### src/rtl/mem_stage_dport.sv
// MEM-stage data-port controller: issues registered load/store requests,
// raises the memory stall, formats store lanes and extends load data.
module mem_stage_dport #(
  parameter bit MISALIGN_CHECK = 1'b1
) (
  input  logic        clk,
  input  logic        rst,
  input  logic        valid_in,
  input  logic [6:0]  opcode_in,
  input  logic [2:0]  funct3_in,
  input  logic [31:0] addr_in,
  input  logic [31:0] store_data_in,
  input  logic        stall_in,
  output logic        dmem_read,
  output logic        dmem_write,
  output logic [31:0] dmem_address,
  output logic [31:0] dmem_wdata,
  output logic [3:0]  dmem_mbe,
  input  logic [31:0] dmem_rdata,
  input  logic        dmem_resp,
  output logic [31:0] r_data_out,
  output logic        mem_stall_out,
  output logic        misaligned_out
);

  localparam logic [6:0] OP_LOAD  = 7'b0000011;
  localparam logic [6:0] OP_STORE = 7'b0100011;

  typedef enum logic [1:0] {IDLE, BUSY, DONE} state_t;

  state_t      state, next_state;
  logic [31:0] lat_addr, lat_wdata, hold_q;
  logic [2:0]  lat_funct3;
  logic        lat_store;
  logic [3:0]  lat_mbe;

  logic        is_mem, is_store, misaligned, mem_op;
  logic [3:0]  fmt_mbe;
  logic [31:0] fmt_wdata, load_ext;

  function automatic logic [31:0] extend(input logic [2:0] f3, input logic [1:0] off,
                                         input logic [31:0] rd);
    logic [7:0]  b;
    logic [15:0] h;
    case (off)
      2'd0:    b = rd[7:0];
      2'd1:    b = rd[15:8];
      2'd2:    b = rd[23:16];
      default: b = rd[31:24];
    endcase
    h = off[1] ? rd[31:16] : rd[15:0];
    case (f3)
      3'b000:  return {{24{b[7]}}, b};
      3'b001:  return {{16{h[15]}}, h};
      3'b100:  return {24'd0, b};
      3'b101:  return {16'd0, h};
      default: return rd;
    endcase
  endfunction

  // funct3[1:0] encodes access size for both loads and stores; 11 falls back to word.
  always_comb begin
    is_store   = opcode_in == OP_STORE;
    is_mem     = valid_in && (opcode_in == OP_LOAD || is_store);
    misaligned = 1'b0;
    if (MISALIGN_CHECK && is_mem) begin
      case (funct3_in[1:0])
        2'b00:   misaligned = 1'b0;
        2'b01:   misaligned = addr_in[0];
        default: misaligned = |addr_in[1:0];
      endcase
    end
    mem_op = is_mem && !misaligned;
  end

  always_comb begin
    fmt_mbe   = 4'hF;
    fmt_wdata = '0;
    if (is_store) begin
      case (funct3_in[1:0])
        2'b00: begin
          fmt_mbe   = 4'b0001 << addr_in[1:0];
          fmt_wdata = {4{store_data_in[7:0]}};
        end
        2'b01: begin
          fmt_mbe   = 4'b0011 << {addr_in[1], 1'b0};
          fmt_wdata = {2{store_data_in[15:0]}};
        end
        default: begin
          fmt_mbe   = 4'hF;
          fmt_wdata = store_data_in;
        end
      endcase
    end
  end

  assign load_ext = extend(lat_funct3, lat_addr[1:0], dmem_rdata);

  always_ff @(posedge clk) begin
    if (rst) state <= IDLE;
    else     state <= next_state;
  end

  always_ff @(posedge clk) begin
    if (rst) begin
      lat_addr   <= '0;
      lat_wdata  <= '0;
      lat_funct3 <= '0;
      lat_store  <= 1'b0;
      lat_mbe    <= '0;
      hold_q     <= '0;
    end else begin
      if (state == IDLE && mem_op) begin
        lat_addr   <= addr_in;
        lat_wdata  <= fmt_wdata;
        lat_funct3 <= funct3_in;
        lat_store  <= is_store;
        lat_mbe    <= fmt_mbe;
      end
      if (state == BUSY && dmem_resp && !lat_store) hold_q <= load_ext;
    end
  end

  always_comb begin
    next_state = state;
    case (state)
      IDLE:    if (mem_op) next_state = BUSY;
      BUSY:    if (dmem_resp) next_state = stall_in ? DONE : IDLE;
      DONE:    if (!stall_in) next_state = IDLE;
      default: next_state = IDLE;
    endcase
  end

  // Combinational outputs are forced quiet while rst is held so nothing leaks out mid-reset.
  always_comb begin
    dmem_read      = 1'b0;
    dmem_write     = 1'b0;
    dmem_address   = '0;
    dmem_wdata     = '0;
    dmem_mbe       = '0;
    r_data_out     = hold_q;
    mem_stall_out  = 1'b0;
    misaligned_out = 1'b0;
    case (state)
      IDLE: begin
        mem_stall_out  = mem_op;
        misaligned_out = misaligned;
      end
      BUSY: begin
        dmem_read     = !lat_store;
        dmem_write    = lat_store;
        dmem_address  = {lat_addr[31:2], 2'b00};
        dmem_wdata    = lat_wdata;
        dmem_mbe      = lat_mbe;
        mem_stall_out = !dmem_resp;
        if (dmem_resp && !lat_store) r_data_out = load_ext;
      end
      default: ;
    endcase
    if (rst) begin
      mem_stall_out  = 1'b0;
      misaligned_out = 1'b0;
    end
  end

endmodule

### config.mk
export PLATFORM = sky130hd
export DESIGN_NAME = mem_stage_dport
export DESIGN_NICKNAME = d
export VERILOG_FILES = /design/src/rtl/mem_stage_dport.sv
export SDC_FILE = /design/constraint.sdc
export NUM_CORES = 1
export LEC_CHECK = 0
export CAP_MARGIN = 20
export CORE_ASPECT_RATIO = 1.1
export CORE_MARGIN = 4
export CORE_UTILIZATION = 44
export CTS_CLUSTER_SIZE = 40
export DETAILED_ROUTE_END_ITERATION = 8
export GPL_TIMING_DRIVEN = 0
export PLACE_DENSITY = 0.8
export SLEW_MARGIN = 30
export SYNTH_ARGS = -nofsm -noshare
export SYNTH_HDL_FRONTEND = slang
export SYNTH_SLANG_ARGS = --single-unit
### constraint.sdc
create_clock -name clk -period 2.9 [get_ports clk]
set_input_delay 0.725 -clock clk [delete_from_list [all_inputs] [get_ports clk]]
set_output_delay 0.725 -clock clk [all_outputs]
set_load 0.01 [all_outputs]
# ---- Word level (Yosys, flattened, before mapping)
# Cells that the tools add are included.
# W data, S select, Z words.
dict set report totals {
  register_bits 106
  latch_bits 0
  mem_bits_rw 0
  romBits 0
  input_bits 111
  n_memories 0
}
dict set report classes {
  addsub 0
  multipliers 0
  n_div 0
  magnitude_cmp 0
  n_eq_ne 13
  n_shift 2
  n_mux 25
  bitwise 0
  reduce_logical 16
}
# op count
set ops {}
lappend ops {{$mux W32} 5}
lappend ops {{$pmux W32 S4} 1}
lappend ops {{$pmux W32 S2} 1}
lappend ops {{$pmux W8 S3} 1}
lappend ops {{$mux W16} 1}
lappend ops {{$mux W2} 4}
lappend ops {{$mux W4} 2}
lappend ops {{$pmux W4 S2} 1}
lappend ops {{$eq A7 B2 Y1 const B} 1}
lappend ops {{$eq A7 B6 Y1 const B} 1}
lappend ops {{$eq A2 B1 Y1 const B} 3}
lappend ops {{$eq A3 B3 Y1 const B} 2}
lappend ops {{$logic_and A1 B1 Y1} 6}
lappend ops {{$logic_not A2 Y1} 3}
lappend ops {{$mux W1} 6}
lappend ops {{$ne A2 B2 Y1 const B} 3}
lappend ops {{$pmux W2 S3} 1}
lappend ops {{$eq A2 B2 Y1 const B} 2}
lappend ops {{$pmux W1 S2} 2}
lappend ops {{$shl A1 B2 Y4 const A} 1}
lappend ops {{$shl A2 B2 Y4 const A} 1}
lappend ops {{$eq A3 B1 Y1 const B} 1}
lappend ops {{$logic_not A1 Y1} 3}
lappend ops {{$logic_not A3 Y1} 1}
lappend ops {{other kinds (3)} 3}

# ---- Depth between registers and ports, before layout
dict set report depth {
  depth_word 8
  mapped_depth 7
  ltp_nobuf 4
}

# ---- Worst setup path before layout
# Ideal clock, no wire load.
dict set report synth_path {
  path_type {input-to-output}
  from {in funct3_in[1]}
  to {out misaligned_out}
  arrival_time_ns 1.903
  required_time_ns 2.175
  path_slack_ns 0.272
  path_stages 6
  path_buffers 3
  cell_sequence {buf_2 > nor2_2 > or2_2 > buf_4 > buf_4 > nor3_1}
}
dict set report synth_between {
  elab_chain_cells 5
  word_cells_on_any_way 6
  cone_classes {1 x eq/ne; 4 x mux; 1 x reduce/logical}
}
# element line_no
set synth_rtl {}
lappend synth_rtl {{start: declaration} 10} ;# input logic [2:0] funct3_in,
lappend synth_rtl {{$eq A2 B1 Y1 or $logic_not A2 Y1 (tied branches)} 67} ;# case (funct3_in[1:0])
lappend synth_rtl {{$pmux W1 S2 *} 67}
lappend synth_rtl {{$mux W1 *} 66} ;# if (MISALIGN_CHECK && is_mem) begin
lappend synth_rtl {{$mux W1 *} 144} ;# case (state)
lappend synth_rtl {{$mux W1 *} 160} ;# if (rst) begin
lappend synth_rtl {{end: declaration} 23} ;# output logic misaligned_out
# Every way passes the cells marked *; elsewhere a longest branch is shown, timed or not.

# ---- Worst setup path after layout
dict set report layout_path {
  from {in opcode_in[1]}
  to {out mem_stall_out}
}
dict set report layout_between {
  elab_chain_cells 8
  word_cells_on_any_way 9
  cone_classes {2 x eq/ne; 3 x mux; 4 x reduce/logical}
}
# element line_no
set layout_rtl {}
lappend layout_rtl {{start: declaration} 9} ;# input logic [6:0] opcode_in,
lappend layout_rtl {{$eq A7 B2 Y1 or $eq A7 B6 Y1 (tied branches)} {64, 63}}
lappend layout_rtl {{$logic_or A1 B1 Y1 *} 64} ;# is_mem = valid_in && (opcode_in == OP_LOAD || is_store);
lappend layout_rtl {{$logic_and A1 B1 Y1 *} 64}
lappend layout_rtl {{$mux W1} 66}
lappend layout_rtl {{$logic_not A1 Y1} 73} ;# mem_op = is_mem && !misaligned;
lappend layout_rtl {{$logic_and A1 B1 Y1 *} 73}
lappend layout_rtl {{$pmux W1 S2 *} 144}
lappend layout_rtl {{$mux W1 *} 160}
lappend layout_rtl {{end: declaration} 22} ;# output logic mem_stall_out,
# Marks and branches as above.

==> impl_metrics.json <==
{
  "cp_data_arrival_time_ns": 2.14,
  "drtIter0Drc": 493,
  "track_usage_pct": 26.27,
  "vias": 6224,
  "synth_area_sq_mm": 0.005565,
  "hold_end": "hold_q[4]$_SDFFE_PP0P_",
  "pwr_density_cell_mw_per_mm2": 358.6,
  "grt_pass1_vias": 5930,
  "yosysWarnings": 0,
  "die_area_sq_mm": 0.01451,
  "multi_input_area_sq_mm": 0.003236,
  "drc": 0,
  "grt_max_degree": 19,
  "gp_congestion": 0.8956,
  "stdcell_count": 1103,
  "crit_buf_inv": 3,
  "cp_top_family": "buffers and inverters",
  "yosysMostFrequentCell": "dfxtp_1",
  "yosys_register_bits": 106,
  "ir_drop_uv": 279.9,
  "routed_wl_microns": 19990,
  "antenna_found_initial": 0,
  "vias_per_cell": 5.643,
  "root_buffer": "clkbuf_16",
  "cts_max_level": 3,
  "wl_per_cell_microns": 18.12,
  "finalMaxSlewViolations": 0,
  "clk_latency_ns": 0.34,
  "syn_to_final_growth_pct": 50.00,
  "dominantRegCellSynth": "dfxtp_1",
  "async_flop_share_pct": 0,
  "r2r_end": "lat_wdata[22]$_SDFFE_PP0P_",
  "yosys-top-cells-area": "dfxtp_1, a21oi_1, o21ai_0",
  "portBuffers": 209,
  "fin_crit_ns": 2.863,
  "relSlewSlack_pct": 52.71,
  "synth_cell_type_count": 38,
  "path_cells": "clkdlybuf4s50_1 -> nor4b_4 -> and4_1 -> buf_6 -> a22oi_2 -> nor2_1 -> buf_2",
  "core_area_sq_mm": 0.01219,
  "syn_area_per_cell_sq_um": 7.839,
  "max-cap-violations": 0,
  "synth_area_leader_cell": "dfxtp_1",
  "fin_worst_skew_ns": 0.007396,
  "slowest_stage": "clkdlybuf4s50_1",
  "syn-instance-count": 710,
  "die-height_microns": 126.0,
  "clock-sinks": 106,
  "nets": 1056,
  "start_kind": "input pin",
  "reg2regPathDepth": 7,
  "dp_cells": 1074,
  "hold_buffers": 0,
  "insertedDiodeCount": 0,
  "min_path_cells": 2,
  "hold_start": "hold_q[4]$_SDFFE_PP0P_",
  "cp.depth": 7,
  "cts_made_buffers": 9,
  "rrSetupSlack_ns": 1.01,
  "reg2reg_from": "state[1]$_SDFFE_PP0P_",
  "slowest_delay_ns": 0.46,
  "synth_top_area_share_pct": 38.13,
  "fmax_mhz": 349.2,
  "p_leak_uw": 0.003141,
  "finalHoldViolations": 0,
  "path_max_fanout": 2,
  "seq_area_sq_mm": 0.002123,
  "worst_pin_slew_ns": 0.7067,
  "hold_class": "register to register",
  "grt_remaining_overflow": 0,
  "ios": 215,
  "outcome": "finished, final reports clean",
  "final_layout_size_suffix_gt1_share_pct": 13.17,
  "die_w_microns": 115.2,
  "start_util_pct": 45.65,
  "worstSetupPathType": "input pin to primary output",
  "ant_nets": 0,
  "finalPower_uw": 2994,
  "synth_common_cells": "dfxtp_1, a21oi_1, o21ai_0",
  "fp-row-count": 42,
  "end_kind": "primary output",
  "post-route-util_pct": 68.47,
  "setup_violations": 0,
  "path_clk_slew_ns": 0.07,
  "hpwl_microns": 14820,
  "fillers": 1035,
  "ys_seq_area_share_pct": 38.13,
  "finalCritPeriodShare_pct": 98.74,
  "cts_tree": "built",
  "drt_pre_antenna_iters": 5,
  "critical_path_required_ns": 2.17,
  "clock_path_buffers": 2,
  "grt_pass1_wl_microns": 30670,
  "synth_edf_count": 0
}
## flip-flops by register name (all words and copies together), names as in the netlist
register and flops:
lat_funct3 3, lat_mbe 4, lat_addr 32, lat_store 1, hold_q 32, lat_wdata 32
state 2
## per-stage QoR
stage,hold WS [ns],cell area (sq um),setup TNS (ns),worst slack [ns]
after floorplan,0.4443,5569,0,0.2722
after global routing,0.4839,8348,-0.001849,-0.001849
final,0.4643,8348,0,0.03664
after detailed placement,0.4575,7854,-24.50,-1.088
after global placement,0.4508,7854,-23.76,-1.082
after CTS,0.4675,8277,-0.1181,-0.1181
## power by group
part / internal [uW] / switching, uW / total (uW)
sequential: 1460 / 1.32 / 1460
clock: 604 / 554 / 1160
combinational: 190 / 187 / 377
total: 2250 / 742 / 2990
## area by class of cell
cell class                 instances  area share, %
buffer                            72          4.811
clock buffer                      11          2.908
clock inverter                     4         0.3297
inverter                           5         0.2248
multi-input combinational        527          38.76
sequential                       106          25.43
tap                              154          2.308
timing repair buffer             224          25.22
## tightest hold or removal path, stage by stage (launching register included)
cell and delay (ns):
dfxtp_1 0.30, nand2_1 0.06, a21oi_1 0.06
## worst max-delay path by stage
| stage | end | startpoint | slack [ns] |
|---|---|---|---|
| after floorplan | misaligned_out | funct3_in[1] | 0.27 |
| after global placement | misaligned_out | opcode_in[3] | -1.08 |
| after detailed placement | misaligned_out | opcode_in[3] | -1.09 |
| after CTS | misaligned_out | opcode_in[1] | -0.12 |
| after global routing | mem_stall_out | opcode_in[1] | -0.002 |
| final | mem_stall_out | opcode_in[1] | 0.04 |
## placed cells by master, fill, tap and decap left out, drive strengths merged, types with 33 or more instances in the layout
cell,count
clkdlybuf4s50,162
dfxtp,106
a21oi,99
o21ai,91
and2,67
clkbuf,56
buf,55
nand2,45
nand3,41
nor2,34
nand4,33
## repair_timing
item,CTS,global route
endpoints found under the setup margin,102,71
pin swaps,13,8
gates cloned,1,0
buffers inserted,10,4
gates resized for setup,123,32
## layer usage
metal  global-route usage (%)  wire (microns)  vias to the layer above
li1                         -               -                     2987
met1                    33.77            8242                     2898
met2                    42.23            9354                      302
met3                    7.246            1915                       37
met4                    9.047             474                        0
met5                        0               0                        -
## cells by family (layout without fill, tap and decap cells)
group	after synthesis	after routing	share of synthesized area, %
AND/OR/NAND/NOR	254	254	24.39
flip-flops	106	106	38.13
multiplexers	43	43	8.341
buffers and inverters	78	316	6.385
other	1	2	0.06738
AO/OA/AOI/OAI	228	228	22.68
Power figures use the tool's default switching activity.
